`src/rtl/parity_frame_ctrl.sv`:
```
// -----------------------------------------------------------------------------
// parity_frame_ctrl
//
// Serial frame receiver. A frame is one start bit (0), DATA_BITS data bits
// sent LSB first, one parity bit and one stop bit (1). Only cycles with
// bit_valid high carry a bit. The data bits are collected into a word, their
// parity is checked against the received parity bit, and the word is offered
// downstream with its error flags over a valid/ready handshake.
//
// Parameters:
//   DATA_BITS   data bits per frame, 2..16
//   ODD_PARITY  0 = even parity expected, 1 = odd parity expected
//
// Ports:
//   clock          design clock, rising edge
//   reset          asynchronous reset, active low
//   bit_valid      input_bit carries a serial bit this cycle
//   input_bit      serial bit stream
//   abort          synchronous abort, drops the frame in progress
//   frame_ready    downstream can accept the frame
//   frame_valid    frame_data and error flags are valid
//   frame_data     received word, bit i = i-th data bit received
//   parity_error   parity bit mismatched (valid with frame_valid)
//   framing_error  stop bit was 0 (valid with frame_valid)
//   overrun        one-cycle pulse when a start bit is dropped while holding
//   busy           high whenever a frame is in progress or held
//   err_count      (only with PARITY_ERR_CNT_EN) saturating count of frames
//                  completed with a parity or framing error
//
// Optional feature macro: PARITY_ERR_CNT_EN adds the err_count output.
// -----------------------------------------------------------------------------
module parity_frame_ctrl #(
  parameter int DATA_BITS  = 8,
  parameter bit ODD_PARITY = 1'b0
) (
  input  logic                 clock,
  input  logic                 reset,
  input  logic                 bit_valid,
  input  logic                 input_bit,
  input  logic                 abort,
  input  logic                 frame_ready,
  output logic                 frame_valid,
  output logic [DATA_BITS-1:0] frame_data,
  output logic                 parity_error,
  output logic                 framing_error,
  output logic                 overrun,
  output logic                 busy
`ifdef PARITY_ERR_CNT_EN
  ,
  output logic [7:0]           err_count
`endif
);

  localparam int CNT_W = (DATA_BITS > 1) ? $clog2(DATA_BITS) : 1;
  localparam logic [CNT_W-1:0] LAST_BIT = CNT_W'(DATA_BITS - 1);

  typedef enum logic [2:0] {
    S_IDLE,
    S_DATA,
    S_PAR,
    S_STOP,
    S_HOLD
  } state_t;

  state_t           state;
  state_t           state_nxt;
  logic [CNT_W-1:0] cnt;
  logic             acc;

  // A start bit is a qualified 0 seen while idle; a 1 is just the idle line.
  logic start_bit;
  assign start_bit = bit_valid && !input_bit;

  // ---------------------------------------------------------------------------
  // State register
  // ---------------------------------------------------------------------------
  // NOTE: sequential state uses non-blocking assignments so every register
  // samples the pre-edge values, independent of block ordering.
  always_ff @(posedge clock or negedge reset) begin
    if (!reset) begin
      state <= S_IDLE;
    end else begin
      state <= state_nxt;
    end
  end

  // ---------------------------------------------------------------------------
  // Next-state logic
  // ---------------------------------------------------------------------------
  // NOTE: state_nxt is given a default before the case so that no path leaves
  // it unassigned, which would otherwise infer a latch.
  always_comb begin
    state_nxt = state;
    unique case (state)
      S_IDLE: if (start_bit)                   state_nxt = S_DATA;
      S_DATA: if (bit_valid && cnt == LAST_BIT) state_nxt = S_PAR;
      S_PAR:  if (bit_valid)                   state_nxt = S_STOP;
      S_STOP: if (bit_valid)                   state_nxt = S_HOLD;
      // Transfer leaves HOLD regardless of bit_valid; any bit arriving in the
      // same cycle is discarded, so a start bit cannot slip in here.
      S_HOLD: if (frame_ready)                 state_nxt = S_IDLE;
      default:                                 state_nxt = S_IDLE;
    endcase
    // Abort wins over everything; a coinciding transfer also lands in IDLE,
    // so it still counts as delivered.
    if (abort) state_nxt = S_IDLE;
  end

  // ---------------------------------------------------------------------------
  // Datapath: bit counter, parity accumulator, received word and flags
  // ---------------------------------------------------------------------------
  // NOTE: frame_data is a plain register word, not a memory, so it takes the
  // asynchronous reset like the rest of the state and reads 0 after reset.
  always_ff @(posedge clock or negedge reset) begin
    if (!reset) begin
      cnt           <= '0;
      acc           <= ODD_PARITY;
      frame_data    <= '0;
      parity_error  <= 1'b0;
      framing_error <= 1'b0;
      overrun       <= 1'b0;
    end else begin
      // Every qualified 0 while holding is a start bit that gets dropped.
      overrun <= (state == S_HOLD) && start_bit;

      if (abort) begin
        // frame_data is intentionally left as is.
        cnt <= '0;
      end else begin
        unique case (state)
          S_IDLE: begin
            if (start_bit) begin
              cnt           <= '0;
              acc           <= ODD_PARITY;
              parity_error  <= 1'b0;
              framing_error <= 1'b0;
            end
          end
          S_DATA: begin
            if (bit_valid) begin
              frame_data[cnt] <= input_bit;
              acc             <= acc ^ input_bit;
              // Counter parks on the last index instead of wrapping.
              if (cnt != LAST_BIT) cnt <= cnt + 1'b1;
            end
          end
          S_PAR: begin
            // acc was seeded with ODD_PARITY, so a correct parity bit makes
            // the total zero for either parity sense.
            if (bit_valid) parity_error <= acc ^ input_bit;
          end
          S_STOP: begin
            if (bit_valid) framing_error <= ~input_bit;
          end
          default: ;
        endcase
      end
    end
  end

`ifdef PARITY_ERR_CNT_EN
  // ---------------------------------------------------------------------------
  // Error frame counter: counts frames entering HOLD with either error.
  // The parity flag is already registered by the stop-bit edge; the framing
  // result is taken straight from the stop bit being sampled.
  // ---------------------------------------------------------------------------
  always_ff @(posedge clock or negedge reset) begin
    if (!reset) begin
      err_count <= 8'd0;
    end else if (state == S_STOP && bit_valid && !abort &&
                 (parity_error || !input_bit) && err_count != 8'hFF) begin
      err_count <= err_count + 8'd1;
    end
  end
`endif

  assign frame_valid = (state == S_HOLD);
  assign busy        = (state != S_IDLE);

endmodule
```
`config.mk`:
```
export PLATFORM = sky130hd
export DESIGN_NAME = parity_frame_ctrl
export DESIGN_NICKNAME = d
export VERILOG_FILES = /design/src/rtl/parity_frame_ctrl.sv
export SDC_FILE = /design/constraint.sdc
export NUM_CORES = 1
export LEC_CHECK = 0
export BUFFER_PORTS_ARGS = -buffer_cell sky130_fd_sc_hd__buf_2
export CORE_MARGIN = 2
export CORE_UTILIZATION = 41
export DETAILED_ROUTE_END_ITERATION = 16
export GPL_ROUTABILITY_DRIVEN = 0
export PLACE_DENSITY_LB_ADDON = 0.25
export REMOVE_ABC_BUFFERS = 1
export SLEW_MARGIN = 10
export SYNTH_ARGS = -nofsm -noshare
export SYNTH_HDL_FRONTEND = slang
export SYNTH_SLANG_ARGS = --single-unit
```
`constraint.sdc`:
```
create_clock -name clock -period 2.38 [get_ports clock]
set_clock_uncertainty 0.15 [all_clocks]
set_input_delay 0.119 -clock clock [delete_from_list [all_inputs] [get_ports clock]]
set_output_delay 0.119 -clock clock [all_outputs]
set_load 0.02 [all_outputs]
```
==> impl_metrics.json <==
{
  "power-per-cell-area_nw_per_um2": 488,
  "cp_slowest_stage_delay_ns": 0.56,
  "critical_path.cell_chain": "buf_4, nor3b_1, nand2b_1, a21oi_1, dlygate4sd3_1",
  "max_slew.worst_pin.slew_ns": 0.529,
  "grt.overflow.total": 0,
  "yosysSeqAreaShare_pct": 44.8,
  "fp.dieArea_um2": 2860,
  "postSynth.asyncResetShare_pct": 100,
  "chipHeight_um": 53.5,
  "cts.sink_count": 18,
  "maxSlewViolCount": 0,
  "detail_route.drc_violations": 0,
  "first_global_vias": 729,
  "route.final.wire_length_mm": 1.91,
  "groute.usage.overall_pct": 15.8,
  "max-vdd-ir-drop_mv": 0.269,
  "floorplan.io_pins": 19,
  "firstDrtPassIters": 4,
  "final_area_um2": 1160,
  "ctsHtreeMaxLevel": 1,
  "worst-endpoint-required_ns": 2.46,
  "met3_wirelength_um": 94,
  "fmax_ghz": 0.484,
  "cts.repair.resized": 0,
  "crit_path_top_delay_cell": "dlygate4sd3_1",
  "synth_top_area_cell": "dfrtp_1",
  "relSlewSlack_pct": 64.2,
  "finalCritPeriodShare_pct": 86.8,
  "hold_fix_buffer_count_after_cts": 4,
  "filler_cell_count": 228,
  "cts_made_buffers": 3,
  "clk_root_buffer_cell": "clkbuf_4",
  "dpl_cell_area_um2": 1100,
  "detail_route.wirelength.met1_um": 990,
  "place_hpwl_mm": 1.27,
  "grt_start_max_net_pins": 19,
  "setup_violations": 0,
  "critical_path_maximum_fanout": 12,
  "total_number_of_vias": 756,
  "global_route_wire_length_before_repair_mm": 3.31,
  "mean_instance_size_in_the_synthesized_netlist_um2": 10.9,
  "timing.critical_path.buf_inv": 2,
  "avgViaCountPerCell": 5.44,
  "cpLargestDelayFamily": "buffers and inverters",
  "start_util_pct": 44.6,
  "die-width_um": 53.5,
  "met2WireLength_um": 812,
  "cts_post_setup_buffers_inserted": 0,
  "synthDistinctLibCells": 35,
  "area_overhead_of_the_layout_relative_to_synthesis_pct": 15.9,
  "worstSetupPathType": "flip-flop to flip-flop",
  "detail-route-antenna-nets": 0,
  "synth_seq_cells": 18,
  "grt_antenna_before_repair": 0,
  "timing_hold_violations_final": 0,
  "final_layout_setup_total_negative_slack_ns": 0,
  "rows": 17,
  "finalNetCount": 121,
  "placement.io_buffers": 18,
  "crit_arrival_ns": 2.15,
  "fin_util_pct": 51.7,
  "status": "finished clean",
  "topRoutingLayerUsed": "met4",
  "detail_route.wl_per_cell_um": 13.7,
  "ys_dominant_reg_cell": "dfrtp_1",
  "syn-cell-area_um2": 1000,
  "timing.final.crit_period_ns": 2.07,
  "antenna_cells": 0,
  "max-clock-path-buffers": 2,
  "cts.reportedPaths.clkPinSlew_ns": 0.11,
  "cts_tree": "done",
  "number_of_synthesized_flops_with_an_enable_pin": 0,
  "postSynthCellCount": 92,
  "first_iter_violations": 12,
  "core-area_um2": 2250,
  "yosysWarnings": 0,
  "grt_setup_unrepaired": "no",
  "hold_path_class": "input port to flip-flop",
  "yosys-top-cells-area": "dfrtp_1 45%, mux2_1 4.5%, mux2_2 4.5%",
  "drv.max_cap_violation_count": 0,
  "cp-end-kind": "flip-flop",
  "setup.worst_path.start_class": "flip-flop",
  "drive_gt1_share_pct": 27.9,
  "clock_insertion_delay_worst_skew_ns": 0.29,
  "power_leakage_nw": 0.556,
  "share_of_the_synthesized_area_in_the_top_cell_type_pct": 44.8
}
-- flip-flops by register name (all words and copies together), names as in the netlist --
name / flops
framing_error: 1
parity_error: 1
cnt: 3
state: 3
acc: 1
frame_data: 8
overrun: 1
-- Yosys cell counts, types with 2 or more instances --
master / instances
nand2b_1: 6
nand4_1: 3
a21oi_1: 3
nor3b_1: 3
ha_1: 2
dfrtp_1: 18
mux2_1: 4
nand2_1: 6
mux2i_1: 3
clkbuf_1: 5
nor2b_1: 4
mux2_2: 4
nand4b_1: 3
nor4b_1: 2
nor2_2: 4
nor3_1: 2
o31ai_1: 2
-- cell usage in the layout, fill, tap and decap left out, types with 2 or more instances in the layout --
| cell | n |
|---|---|
| nand2_1 | 6 |
| ha_1 | 2 |
| dfrtp_1 | 18 |
| nand2b_1 | 6 |
| a21oi_1 | 3 |
| nand4b_1 | 3 |
| clkbuf_4 | 3 |
| dlygate4sd3_1 | 4 |
| mux2_1 | 4 |
| nor4b_1 | 2 |
| nand4_1 | 3 |
| mux2_2 | 4 |
| nor2_2 | 4 |
| o31ai_1 | 2 |
| mux2i_1 | 3 |
| nor3_1 | 2 |
| nor3b_1 | 3 |
| buf_2 | 18 |
| nor2b_1 | 4 |
-- power breakdown --
group	switching [mW]	total, mW	internal (mW)
Combinational	0.0487	0.0862	0.0374
Clock	0.0941	0.153	0.0588
Sequential	0.0112	0.329	0.318
-- kinds of logic (layout without fill, tap and decap cells) --
logic type	Yosys count	count (layout)	share of synthesized area, %
and+or+nand+nor	43	43	29.3
DFF	18	18	44.8
muxes	11	11	12.0
AOI/OAI and AO/OA	10	10	7.10
buffers and inverters	7	26	3.49
adders and majority gates	2	2	2.49
xor gates and xnor gates	1	1	0.872
-- metrics by stage --
step                instances  hold WS (ns)  setup slack, ns  total power, mW
floorplan                  85        -0.327            0.521            0.383
global route              139        0.0509            0.224            0.596
finish                    139        0.0444            0.313            0.568
CTS                       139        0.0379            0.324            0.575
detailed placement        132       -0.0741            0.404            0.418
global placement          132       -0.0832            0.447            0.417
-- routing by layer --
layer / vias to the layer above / GRT usage [%]
li1: 378 / -
met1: 360 / 21.4
met2: 16 / 24.7
met3: 2 / 2.82
met4: 0 / 6.41
met5: - / 0
-- cell type report --
class	count	area, µm²	area share (%)
timing repair buffer	23	138	11.8
tap	28	35.0	3.01
clock buffer	3	22.5	1.93
multi-input combinational	67	519	44.6
sequential	18	450	38.7
-- path summary, 6_finish.rpt --
| path | from | slack, ns | end | cells after the start |
|---|---|---|---|---|
| max | state[0] | 0.31 | state[2] | 5 |
| min in group asynchronous | reset | 0.12 | frame_data[7] | 2 |
| min reg2reg | frame_data[5] | 0.34 | frame_data[5] | 1 |
| max in group asynchronous | reset | 1.68 | frame_data[2] | 2 |
| max reg2reg | state[0] | 0.31 | state[2] | 5 |
| min | bit_valid | 0.04 | overrun | 2 |
Note: power is estimated with default switching activity, not from simulation.
